$ cat config.mk
export PLATFORM = sky130hd
export DESIGN_NAME = planificador_display
export DESIGN_NICKNAME = d
export VERILOG_FILES = /design/src/rtl/display_pkg.sv /design/src/rtl/contador_slot.sv /design/src/rtl/planificador_display.sv
export SDC_FILE = /design/constraint.sdc
export NUM_CORES = 1
export LEC_CHECK = 0
export CAP_MARGIN = 10
export CORE_MARGIN = 2
export CORE_UTILIZATION = 45
export CTS_BUF_LIST = sky130_fd_sc_hd__clkbuf_4 sky130_fd_sc_hd__clkbuf_8
export DETAILED_ROUTE_END_ITERATION = 7
export PLACE_DENSITY = 0.65
export SETUP_SLACK_MARGIN = 0.5
export SYNTH_ARGS = -nofsm -noshare
export SYNTH_HDL_FRONTEND = slang
export SYNTH_HIERARCHICAL = 1
export SYNTH_SLANG_ARGS = --single-unit
$ cat constraint.sdc
create_clock -name clk -period 4 [get_ports clk]
set_input_delay 0.8 -clock clk [delete_from_list [all_inputs] [get_ports clk]]
set_output_delay 0.8 -clock clk [all_outputs]
set_load 0.05 [all_outputs]
$ cat src/rtl/display_pkg.sv
// Shared types and helpers for the 7-segment display scan path.
package display_pkg;

    // Slot phase: dead-time blank first, then the digit is shown
    typedef enum logic {ST_BLANK, ST_SHOW} estado_t;

    localparam int unsigned NUM_DIG_DEF = 4;

    // Per-bit anode level that switches a digit off (anodes are active-low)
    localparam logic ANODO_OFF = '1;

    // Clock cycles per digit slot for a given full-frame refresh rate
    function automatic int unsigned slot_cycles(input int unsigned clk_hz,
                                                input int unsigned refresh_hz,
                                                input int unsigned num_dig);
        return clk_hz / (refresh_hz * num_dig);
    endfunction

endpackage

$ cat src/rtl/contador_slot.sv
// Free-running per-slot cycle counter: counts 0..SLOT_CYC-1 and wraps.
// fin_blank flags the last blank cycle, fin_slot the last cycle of the slot.
module contador_slot #(
    parameter int unsigned SLOT_CYC  = 100_000,
    parameter int unsigned BLANK_CYC = 1000,
    parameter int unsigned CNT_W     = 17
) (
    input  logic             clk,
    input  logic             rst,
    output logic [CNT_W-1:0] cnt,
    output logic             fin_blank,
    output logic             fin_slot
);

    // Slot cycle counter, wraps at the end of each slot
    always_ff @(posedge clk or posedge rst) begin
        if (rst)
            cnt <= '0;
        else if (fin_slot)
            cnt <= '0;
        else
            cnt <= cnt + 1'b1;
    end

    // Phase-end decodes from the current count
    always_comb begin
        fin_blank = (cnt == CNT_W'(BLANK_CYC - 1));
        fin_slot  = (cnt == CNT_W'(SLOT_CYC - 1));
    end

endmodule

$ cat src/rtl/planificador_display.sv
// Time-multiplex scheduler for a multi-digit 7-segment display.
// Double-buffers a packed nibble value (valid/ready), swaps it in at frame
// end, and scans one digit at a time with a blank dead-time per slot.
// Optional build macro: DISPLAY_BLANK_CEROS_EN (leading-zero suppression).
module planificador_display
    import display_pkg::*;
#(
    parameter int unsigned CLK_HZ     = 100_000_000,
    parameter int unsigned REFRESH_HZ = 250,
    parameter int unsigned NUM_DIG    = NUM_DIG_DEF,
    parameter int unsigned BLANK_CYC  = 1000
) (
    input  logic                 clk,
    input  logic                 rst,
    input  logic                 dato_valid,
    input  logic [4*NUM_DIG-1:0] dato,
    output logic                 dato_ready,
    output logic [NUM_DIG-1:0]   anodo,
    output logic [3:0]           digito,
    output logic                 frame_done
);

    localparam int unsigned SLOT_CYC = slot_cycles(CLK_HZ, REFRESH_HZ, NUM_DIG);
    localparam int unsigned CNT_W    = (SLOT_CYC > 1) ? $clog2(SLOT_CYC) : 1;
    localparam int unsigned IDX_W    = (NUM_DIG > 1) ? $clog2(NUM_DIG) : 1;
    localparam logic [IDX_W-1:0] ULTIMO = IDX_W'(NUM_DIG - 1);

    estado_t              estado, estado_sig;
    logic [IDX_W-1:0]     idx, idx_sig;
    logic [CNT_W-1:0]     cnt;
    logic                 fin_blank, fin_slot;
    logic [4*NUM_DIG-1:0] activo, pendiente;
    logic                 pend_flag;
    logic                 aceptar;
    logic [NUM_DIG-1:0]   anodo_sig;
    logic [3:0]           digito_sig;
    logic                 mostrar;

    contador_slot #(
        .SLOT_CYC  (SLOT_CYC),
        .BLANK_CYC (BLANK_CYC),
        .CNT_W     (CNT_W)
    ) u_contador (
        .clk       (clk),
        .rst       (rst),
        .cnt       (cnt),
        .fin_blank (fin_blank),
        .fin_slot  (fin_slot)
    );

    // State register: slot phase and digit index
    always_ff @(posedge clk or posedge rst) begin
        if (rst) begin
            estado <= ST_BLANK;
            idx    <= '0;
        end else begin
            estado <= estado_sig;
            idx    <= idx_sig;
        end
    end

    // Next state: slot end has priority and advances the digit index
    always_comb begin
        estado_sig = estado;
        idx_sig    = idx;
        if (fin_slot) begin
            estado_sig = ST_BLANK;
            idx_sig    = (idx == ULTIMO) ? '0 : idx + 1'b1;
        end else if (estado == ST_BLANK && fin_blank) begin
            estado_sig = ST_SHOW;
        end
    end

    // Output decode: nibble of the current digit, anode only during SHOW
    always_comb begin
        anodo_sig  = {NUM_DIG{ANODO_OFF}};
        digito_sig = 4'h0;
        mostrar    = 1'b1;
        for (int unsigned i = 0; i < NUM_DIG; i++) begin
            if (idx == IDX_W'(i))
                digito_sig = activo[4*i +: 4];
        end
`ifdef DISPLAY_BLANK_CEROS_EN
        // Digit is shown if it is digit 0 or any nibble at or above it is non-zero
        mostrar = (idx == '0);
        for (int unsigned i = 0; i < NUM_DIG; i++) begin
            if (IDX_W'(i) >= idx && activo[4*i +: 4] != 4'h0)
                mostrar = 1'b1;
        end
`endif
        if (estado == ST_SHOW && mostrar)
            anodo_sig[idx] = ~ANODO_OFF;
    end

    // Registered outputs; frame_done is pre-decoded one cycle early so the
    // registered pulse lands exactly on the last cycle of the last slot
    always_ff @(posedge clk or posedge rst) begin
        if (rst) begin
            anodo      <= {NUM_DIG{ANODO_OFF}};
            digito     <= 4'h0;
            frame_done <= 1'b0;
        end else begin
            anodo      <= anodo_sig;
            digito     <= digito_sig;
            frame_done <= (idx == ULTIMO) && (cnt == CNT_W'(SLOT_CYC - 2));
        end
    end

    assign aceptar = dato_valid && dato_ready;

    // Double buffer and handshake: pending swaps into active at frame end
    always_ff @(posedge clk or posedge rst) begin
        if (rst) begin
            activo     <= '0;
            pendiente  <= '0;
            pend_flag  <= 1'b0;
            dato_ready <= 1'b1;
        end else if (frame_done && pend_flag) begin
            activo     <= pendiente;
            pend_flag  <= 1'b0;
            dato_ready <= 1'b1;
        end else if (aceptar) begin
            pendiente  <= dato;
            pend_flag  <= 1'b1;
            dato_ready <= 1'b0;
        end
    end

endmodule

==> impl_metrics.py <==
metrics = {
    "cts": {
        "ctsHtreeMaxLevel": 3,
        "cts_root_buf": "clkbuf_8",
        "cts_hold_buffers": 0,
        "cts_resized": 0,
        "cts_buffers": 9,
        "cts_buffer_depth": 2,
        "post_cts.repair.setup_buffers": 0,
        "clk_latency_ps": 350,
        "cts.sinks": 63,
        "cts_tree": "built",
        "clk_pin_slew_worst_paths_ps": 80,
    },
    "global_routing": {
        "grt_pass1_wl_um": 8410,
        "use_met1_pct": 21.9,
        "grt_pass1_vias": 1715,
        "grt_busiest_layer": "met1",
        "antenna_found_initial": 0,
        "grt.met3_usage_pct": 4.15,
        "grt_max_degree": 47,
        "grt_overflow": 0,
        "track_usage_pct": 15.8,
        "grtUsageMet2_pct": 21.5,
    },
    "sta": {
        "relSlewSlack_pct": 38.4,
        "setup_violations": 0,
        "finalCritPeriodShare_pct": 62.3,
        "tightest_slew_ps": 922,
        "finalHoldViolCount": 0,
        "fin_skew_ps": 9.74,
        "maxSlewViolCount": 0,
        "min_period_ps": 2490,
        "rsz0062_at_grt": "no",
        "fmax_mhz": 401,
        "fin_setup_tns_ps": 0,
    },
    "finish": {
        "final_core_util_pct": 54.5,
        "fin_cells": 329,
        "final_cell_mix": "58 x dfrtp_1, 28 x clkdlybuf4s50_1, 19 x mux2_4",
        "drive_above_1_share_pct": 29.8,
        "final_common_cell": "dfrtp_1",
        "fin_area_mm2": 0.00342,
        "area_growth_pct": 19.1,
        "nNetsFinal": 272,
        "diodes": 0,
    },
    "drt": {
        "drt-pass1-iter-count": 4,
        "vias": 1679,
        "post_drt_via_cell_ratio": 5.10,
        "ant_nets": 0,
        "first_iter_violations": 102,
        "wire_per_inst_um": 14.7,
        "finalWirelength_um": 4840,
        "drc": 0,
    },
    "place": {
        "dp.cells": 313,
        "placed_area_mm2": 0.00320,
        "dp_hpwl_um": 3230,
        "numPortBuffers": 28,
        "place.gp.congestion": 0.807,
    },
    "floorplan": {
        "die_y_um": 83.9,
        "initial_core_util_pct": 45.8,
        "design.die.area_mm2": 0.00705,
        "die_w_um": 83.9,
        "core-area_mm2": 0.00628,
        "ios": 29,
        "row_count": 29,
    },
    "synthesis": {
        "synth_area_mm2": 0.00288,
        "yosysSeqAreaShare_pct": 55.0,
        "syn_inst": 216,
        "netlist-cell-type-count": 33,
        "synth_warnings": 6,
        "synth_nets": 241,
        "synth-seq-cells": 63,
        "syn_area_per_cell_um2": 13.3,
    },
    "setup_path": {
        "critPathArrivalTime_ps": 1690,
        "endpoint_kind": "primary output",
        "worst-path-buf-inv": 1,
        "max_stage_delay_ps": 800,
        "path_max_fanout": 3,
        "worstPathRequired_ps": 3200,
        "critPathLaunchType": "flip-flop",
        "crit_chain": "clkdlybuf4s50_1",
        "criticalPathCategory": "reg -> out",
        "slowest_stage": "clkdlybuf4s50_1",
        "crit_family": "buffers and inverters",
    },
    "power_and_ir_drop": {
        "power.total_mw": 1.33,
        "power_density_mw_per_mm2": 390,
        "p_leak_nw": 1.55,
        "peakVddDrop_mv": 0.246,
    },
    "hold_path": {
        "hold_path.class": "reg -> reg",
    },
    "flow_run": {
        "drv_cap": 0,
    },
    "run_status": {
        "outcome": "completed",
    },
}
==> cell type report <==
| type | instances | area (um^2) |
|---|---|---|
| Fill cell | 525 | 2850 |
| Sequential cell | 63 | 1580 |
| Multi-Input combinational cell | 137 | 1210 |
| Timing Repair Buffer | 29 | 288 |
| Clock buffer | 9 | 124 |
| Clock inverter | 7 | 96.3 |
| Tap cell | 77 | 96.3 |
| Inverter | 7 | 26.3 |
==> sequential cells by signal, summed over array words and instances (netlist names) <==
signal and count:
activo 16, anodo 4, dato_ready 1, digito 4, estado 1, frame_done 1
idx 2, pend_flag 1, pendiente 16, u_contador/cnt 17
==> routing by layer <==
layer | share of wire (%) | vias to the layer above
met5 | 0 | -
met4 | 2.9 | 0
met1 | 51 | 812
li1 | - | 822
met2 | 42 | 35
met3 | 3.9 | 10
==> final timing paths <==
path,from,endpoint,slack [ps],cells past startpoint
max in group asynchronous,rst,pendiente[2],2420,2
min in group asynchronous,rst,u_contador/cnt[8],880,2
setup / recovery,dato_ready,dato_ready,1510,1
hold reg to reg,activo[14],digito[2],480,2
hold / removal,activo[14],digito[2],480,2
setup reg to reg,u_contador/cnt[0],idx[0],1890,6
==> synth_stat cells <==
cell type | n | area, um^2
ha_1 | 6 | 75.1
nor4_4 | 1 | 21.3
buf_6 | 2 | 22.5
nor4b_1 | 2 | 17.5
dfstp_2 | 5 | 131
nor2_2 | 10 | 62.6
nand3_1 | 6 | 30.0
o21ai_0 | 3 | 15.0
mux2i_1 | 1 | 10.0
nor2b_1 | 6 | 37.5
a21oi_4 | 1 | 16.3
nor2_1 | 7 | 26.3
buf_2 | 3 | 15.0
mux2_4 | 19 | 285
a221oi_1 | 4 | 35.0
nand4_1 | 8 | 50.1
xnor2_1 | 11 | 96.3
dfrtp_1 | 58 | 1450
nor4bb_1 | 3 | 30.0
nand2_4 | 1 | 11.3
nand4_4 | 1 | 21.3
nor4_2 | 4 | 50.1
mux2_2 | 13 | 146
buf_4 | 1 | 7.51
clkbuf_1 | 3 | 11.3
nand2_1 | 14 | 52.6
and4_1 | 1 | 8.76
nor3_1 | 4 | 20.0
xor2_1 | 4 | 35.0
inv_1 | 7 | 26.3
o31ai_1 | 4 | 30.0
nand3_2 | 2 | 20.0
and3_1 | 1 | 6.26
==> stage by stage <==
stage	hold WS [ps]	setup WS, ps
6_report	476	1510
5_1_grt	508	1460
4_1_cts	480	1490
3_5_place_dp	464	1520
3_3_place_gp	462	1540
2_1_floorplan	437	2120
==> report_power, final <==
| part | switching, mW | internal [mW] | leakage, nW |
|---|---|---|---|
| combinational | 0.0184 | 0.0363 | 0.613 |
| clock | 0.257 | 0.352 | 0.114 |
| sequential | 0.0123 | 0.657 | 0.820 |
| total | 0.288 | 1.05 | 1.55 |
==> cell families after synthesis <==
kind of cell,count (synthesis),synth area share [%]
adders and majority gates,6,2.61
xor gates and xnor gates,15,4.57
muxes,33,15.4
and+or+nand+nor,71,16.2
AOI/OAI and AO/OA,12,3.35
buffers and inverters,16,2.87
DFF,63,55.0
No activity file was read; power rests on OpenSTA's default activity.
